### src/rtl/dot_scan_controller.sv
// Frame-scan controller: walks row/col selects over a programmed rectangle,
// samples the dot sequencer once per dot and emits an on-time/dead-time drive pulse.
module dot_scan_controller #(
  parameter int MEM_LENGTH         = 48,
  parameter int MEM_ADDRESS_LENGTH = 6,
  parameter int TIMER_WIDTH        = 16
) (
  input  logic                          clock,
  input  logic                          reset,
  input  logic                          start,
  input  logic                          stop,
  input  logic                          loop_en,
  input  logic                          scan_mode,
  input  logic [MEM_ADDRESS_LENGTH-1:0] row_count,
  input  logic [MEM_ADDRESS_LENGTH-1:0] col_count,
  input  logic [TIMER_WIDTH-1:0]        on_time,
  input  logic [TIMER_WIDTH-1:0]        dead_time,
  input  logic                          firing_bit,
  input  logic                          firing_data,
  output logic [MEM_ADDRESS_LENGTH-1:0] row_select,
  output logic [MEM_ADDRESS_LENGTH-1:0] col_select,
  output logic                          row_col_select,
  output logic                          drive_en,
  output logic                          drive_data,
  output logic                          busy,
  output logic                          frame_done
);
  localparam int AW = MEM_ADDRESS_LENGTH;
  localparam int TW = TIMER_WIDTH;
  localparam logic [AW-1:0] MAX_CNT = AW'(MEM_LENGTH);
  localparam logic [AW-1:0] ONE_A   = AW'(1);
  localparam logic [TW-1:0] ONE_T   = TW'(1);
  localparam logic [TW-1:0] ZERO_T  = '0;

  typedef enum logic [1:0] {IDLE, SETTLE, FIRE, DEAD} state_t;

  state_t        state_q, state_d;
  logic [AW-1:0] row_q, row_d, col_q, col_d;
  logic [AW-1:0] rows_q, rows_d, cols_q, cols_d;
  logic [TW-1:0] tmr_q, tmr_d, on_q, on_d, dead_q, dead_d;
  logic          bit_q, bit_d, data_q, data_d;
  logic          loop_q, loop_d, mode_q, mode_d;
  logic          drive_en_q, drive_data_q, busy_q, frame_done_q, rcs_q;
  logic          adv, last_d, fin_d, done_d;

  always_comb begin
    state_d = state_q;
    row_d   = row_q;
    col_d   = col_q;
    rows_d  = rows_q;
    cols_d  = cols_q;
    tmr_d   = tmr_q;
    on_d    = on_q;
    dead_d  = dead_q;
    bit_d   = bit_q;
    data_d  = data_q;
    loop_d  = loop_q;
    mode_d  = mode_q;
    adv     = 1'b0;

    case (state_q)
      IDLE: begin
        if (start && row_count != '0 && col_count != '0) begin
          rows_d  = (row_count > MAX_CNT) ? MAX_CNT : row_count;
          cols_d  = (col_count > MAX_CNT) ? MAX_CNT : col_count;
          on_d    = on_time;
          dead_d  = dead_time;
          loop_d  = loop_en;
          mode_d  = scan_mode;
          row_d   = '0;
          col_d   = '0;
          state_d = SETTLE;
        end
      end
      SETTLE: begin
        bit_d  = firing_bit;
        data_d = firing_data;
        if (on_q != ZERO_T) begin
          state_d = FIRE;
          tmr_d   = on_q;
        end else if (dead_q != ZERO_T) begin
          state_d = DEAD;
          tmr_d   = dead_q;
        end else begin
          adv = 1'b1;
        end
      end
      FIRE: begin
        if (tmr_q > ONE_T) begin
          tmr_d = tmr_q - ONE_T;
        end else if (dead_q != ZERO_T) begin
          state_d = DEAD;
          tmr_d   = dead_q;
        end else begin
          adv = 1'b1;
        end
      end
      DEAD: begin
        if (tmr_q > ONE_T) tmr_d = tmr_q - ONE_T;
        else               adv   = 1'b1;
      end
      default: state_d = IDLE;
    endcase

    // Advance to the next dot; the next SETTLE starts directly, no extra state.
    if (adv) begin
      tmr_d = '0;
      if (col_q == cols_q - ONE_A) begin
        col_d = '0;
        if (row_q == rows_q - ONE_A) begin
          row_d   = '0;
          state_d = loop_q ? SETTLE : IDLE;
        end else begin
          row_d   = row_q + ONE_A;
          state_d = SETTLE;
        end
      end else begin
        col_d   = col_q + ONE_A;
        state_d = SETTLE;
      end
    end

    if (stop) begin
      state_d = IDLE;
      row_d   = '0;
      col_d   = '0;
      tmr_d   = '0;
      bit_d   = 1'b0;
      data_d  = 1'b0;
    end

    // frame_done marks the final cycle of the final dot of the upcoming state.
    last_d = (row_d == rows_d - ONE_A) && (col_d == cols_d - ONE_A);
    fin_d  = ((state_d == SETTLE) && on_d == ZERO_T && dead_d == ZERO_T) ||
             ((state_d == FIRE) && tmr_d == ONE_T && dead_d == ZERO_T) ||
             ((state_d == DEAD) && tmr_d == ONE_T);
    done_d = (state_d != IDLE) && last_d && fin_d;
  end

  always_ff @(posedge clock) begin
    if (reset) begin
      state_q      <= IDLE;
      row_q        <= '0;
      col_q        <= '0;
      rows_q       <= '0;
      cols_q       <= '0;
      tmr_q        <= '0;
      on_q         <= '0;
      dead_q       <= '0;
      bit_q        <= 1'b0;
      data_q       <= 1'b0;
      loop_q       <= 1'b0;
      mode_q       <= 1'b0;
      drive_en_q   <= 1'b0;
      drive_data_q <= 1'b0;
      busy_q       <= 1'b0;
      frame_done_q <= 1'b0;
      rcs_q        <= 1'b0;
    end else begin
      state_q      <= state_d;
      row_q        <= row_d;
      col_q        <= col_d;
      rows_q       <= rows_d;
      cols_q       <= cols_d;
      tmr_q        <= tmr_d;
      on_q         <= on_d;
      dead_q       <= dead_d;
      bit_q        <= bit_d;
      data_q       <= data_d;
      loop_q       <= loop_d;
      mode_q       <= mode_d;
      drive_en_q   <= (state_d == FIRE) && bit_d;
      drive_data_q <= (state_d == FIRE) && data_d;
      busy_q       <= (state_d != IDLE);
      frame_done_q <= done_d;
      rcs_q        <= (state_d != IDLE) && mode_d;
    end
  end

  assign row_select     = row_q;
  assign col_select     = col_q;
  assign row_col_select = rcs_q;
  assign drive_en       = drive_en_q;
  assign drive_data     = drive_data_q;
  assign busy           = busy_q;
  assign frame_done     = frame_done_q;

endmodule
### config.mk
export PLATFORM = sky130hd
export DESIGN_NAME = dot_scan_controller
export DESIGN_NICKNAME = d
export VERILOG_FILES = /design/src/rtl/dot_scan_controller.sv
export SDC_FILE = /design/constraint.sdc
export NUM_CORES = 1
export LEC_CHECK = 0
export BUFFER_PORTS_ARGS = -buffer_cell sky130_fd_sc_hd__buf_4
export CAP_MARGIN = 10
export CORE_MARGIN = 4
export CORE_UTILIZATION = 56
export CTS_CLUSTER_DIAMETER = 150
export DETAILED_ROUTE_END_ITERATION = 6
export GPL_ROUTABILITY_DRIVEN = 0
export PLACE_DENSITY = 0.78
export SLEW_MARGIN = 10
export SYNTH_ARGS = -nofsm -noshare
export SYNTH_HDL_FRONTEND = slang
export SYNTH_SLANG_ARGS = --single-unit
export TNS_END_PERCENT = 20
### constraint.sdc
create_clock -name clock -period 7.44 [get_ports clock]
set_input_delay 0.744 -clock clock [delete_from_list [all_inputs] [get_ports clock]]
set_output_delay 0.744 -clock clock [all_outputs]
set_load 0.02 [all_outputs]
==> flow_summary_export.csv <==
group,metric,value,unit
pwr,ir_drop,149.7,uV
critical_path,cp_data_arrival_time,4260,ps
pwr,static-leakage-power,2.303,nW
job,max_cap_viol_count,0,
global_route,grt_overflow_total,0,
timing,setup_viol,0,
timing,rsz0062_at_grt,"false",
logic_synthesis,syn_avg_cell_area,7.566,sq um
logic_synthesis,syn-cell-area,0.005175,sq mm
timing,final-max-slew-violation-count,0,
clock_network,clock_latency,350,ps
global_route,grt_max_degree,70,
timing,max-slew-margin-rel,32.01,%
logic_synthesis,synthTopCellsByArea,"dfxtp_1, a21oi_1, nand2_1",
timing,finalCritPeriodShare,53.80,%
pwr,power.switching,0.0003589,W
floorplan,rows,34,
logic_synthesis,yosysSeqAreaShare,32.11,%
finish,area_growth,14.51,%
global_route,antenna_found_initial,0,
global_route,grt_pass1_vias,4951,
logic_synthesis,ys_top_cells_by_count,"nand2_1, dfxtp_1, a21oi_1, nor2_1, clkbuf_1",
timing,worst_pin_slew,1019,ps
pwr,pwr_density_cell,191.0,mW/mm^2
critical_path,path_max_fanout,19,
finish,multi_input_area,0.003309,sq mm
logic_synthesis,synth.distinct_cells,75,
timing,finalClockSkew,14.07,ps
global_route,grt_pass1_wl,25120,um
finish,nNetsFinal,787,
floorplan,die_w,104.1,um
logic_synthesis,synth_edf_count,0,
timing,final.setup.tns,0,ps
detailed_routing,drt_pass1_iterations,7,
detailed_routing,drc,7,
min_path,holdCritPathClass,"flop to flop",
detailed_routing,drt_iter0_drc,804,
timing,period_needed,4003,ps
timing,fin_ws,3437,ps
timing,max_clock_freq,249.8,MHz
pwr,power_frac_seq,43.2,%
clock_network,ctsHoldBuffers,0,
finish,diodes,0,
logic_synthesis,synth_top_cell_by_area,"dfxtp_1",
floorplan,start_util,58.48,%
pwr,swShare,31.72,%
global_route,track_usage,27.86,%
floorplan,ios,69,
finish,drive_gt1_share,15.16,%
placement,dpl.hpwl,11190,um
detailed_routing,final_antenna_net_count,0,
pwr,clockPowerShare,33.5,%
logic_synthesis,postSynthNetCount,744,
placement,dp_slack,3507,ps
detailed_routing,num_vias,5448,
critical_path,cp-start-kind,"flop",
clock_network,cts_tree,"yes",
finish,fill_cells,764,
clock_network,clkSlewWorstSetupHoldPaths,90,ps
pwr,intPower,0.0007726,W
detailed_routing,wl_per_cell,18.33,um
clock_network,cts_resized,0,
clock_network,postCtsSetupRepairBufs,0,
critical_path,cp-end-kind,"flop",
placement,portBuffers,68,
clock_network,htreeDepth,3,
finish,ff_latch_area,0.001662,sq mm
logic_synthesis,synth-main-ff-cell,"dfxtp_1",
status,violations,"design-rule violations",
logic_synthesis,ys_seq_elements,83,
logic_synthesis,synth_top_area_share,32.11,%
critical_path,cp.required,7700,ps
floorplan,die_y,104.1,um
detailed_routing,viasPerCell,6.486,
pwr,pwr-share-comb,23.3,%
floorplan,core,0.008848,sq mm
logic_synthesis,synthCells,684,
logic_synthesis,ys.warnings.count,0,
clock_network,numCtsBuffers,9,
clock_network,cts-root-buf,"clkbuf_8",
timing,finalHoldViolCount,0,
floorplan,fp.dieArea,0.01084,sq mm
detailed_routing,routed_wl,15400,um
clock_network,cts_buffer_depth,2,
status,outcome,"complete, but fails checks",
critical_path,worstSetupPathType,"flop to flop",
logic_synthesis,async_flop_share,0,%
clock_network,clock_sinks,83,
logic_synthesis,yosysMostFrequentCell,"nand2_1",
power groups by stage:
stage / logic (W) / clock network, W / registers (W)
final: 0.000264 / 0.000379 / 0.000488
after global routing: 0.000287 / 0.000400 / 0.000491
after CTS: 0.000257 / 0.000380 / 0.000487
after detailed placement: 0.000255 / 0 / 0.000497
after global placement: 0.000251 / 0 / 0.000496
after floorplan: 0.000190 / 0 / 0.000487
area by class of cell:
type / instances / share of cell area [%]
repair buffers: 71 / 8.995
multi-input cells: 548 / 55.85
inverters: 14 / 0.8868
clock inverters: 6 / 1.626
well taps: 108 / 2.280
clock buffers: 10 / 2.323
flip-flops and latches: 83 / 28.04
state kept, by name, indices dropped and copies added, names as in the netlist, 2 cells and up:
register / count
dead_q: 16
row_select: 6
cols_q: 6
state_q: 2
rows_q: 6
col_select: 6
on_q: 16
tmr_q: 16
layer usage:
layer,vias to the layer above,wire (um),track usage (%)
met5,-,0,0
met4,0,344,8.547
met3,51,1862,6.704
met2,337,6505,39.32
met1,2492,6689,41.58
li1,2568,-,-
cell usage in the layout (no fill, tap or decap), drive strengths merged, types with 6 or more instances in the layout:
master,count
or2,6
nor3,18
a21oi,78
o22ai,7
a211oi,8
dfxtp,83
nand4,10
a31oi,10
a21o,8
and2,9
ha,8
a2111oi,8
nand3,16
mux2i,12
inv,16
buf,71
nor4,22
xnor2,23
nand2,102
o21ai,22
xor2,14
clkbuf,10
nor2b,6
nor2,79
per-stage QoR:
stage,utilization (%),std cells,hold WS [ps],area (sq um),power [W]
6_report,66.97,840,467.1,5926,0.001132
5_1_grt,66.97,840,499.5,5926,0.001179
4_1_cts,66.97,840,472.2,5926,0.001124
3_5_place_dp,64.32,824,459.8,5692,0.0007526
3_3_place_gp,64.32,824,449.4,5692,0.0007472
2_1_floorplan,-,684,431.3,5175,0.0006766
worst max-delay path, stage by stage (launching register included):
cell and delay (ps):
dfxtp_1 810, inv_1 350, nor2_1 530, and3_1 350
a21oi_1 150, nand2_1 400, a211o_1 210, nand4_1 130
nor4_1 350, nand4_1 240, a2111oi_2 390
final timing paths:
check / depth (start not counted) / slack (ps) / from / to
max: 10 / 3440 / state_q[0] / frame_done
min: 2 / 470 / mode_q / mode_q
max reg2reg: 10 / 3440 / state_q[0] / frame_done
min reg2reg: 2 / 470 / mode_q / mode_q
cells by family (layout without fill, tap and decap cells):
family | after synthesis | in the layout | share of synthesized area [%]
compound gates | 190 | 190 | 24.40
fa+ha+maj | 8 | 8 | 1.934
buf+inv | 53 | 101 | 3.989
mux | 12 | 12 | 2.321
simple gates | 301 | 301 | 28.99
flops | 83 | 83 | 32.11
xor+xnor | 37 | 37 | 6.262
Power figures use the tool's default switching activity.
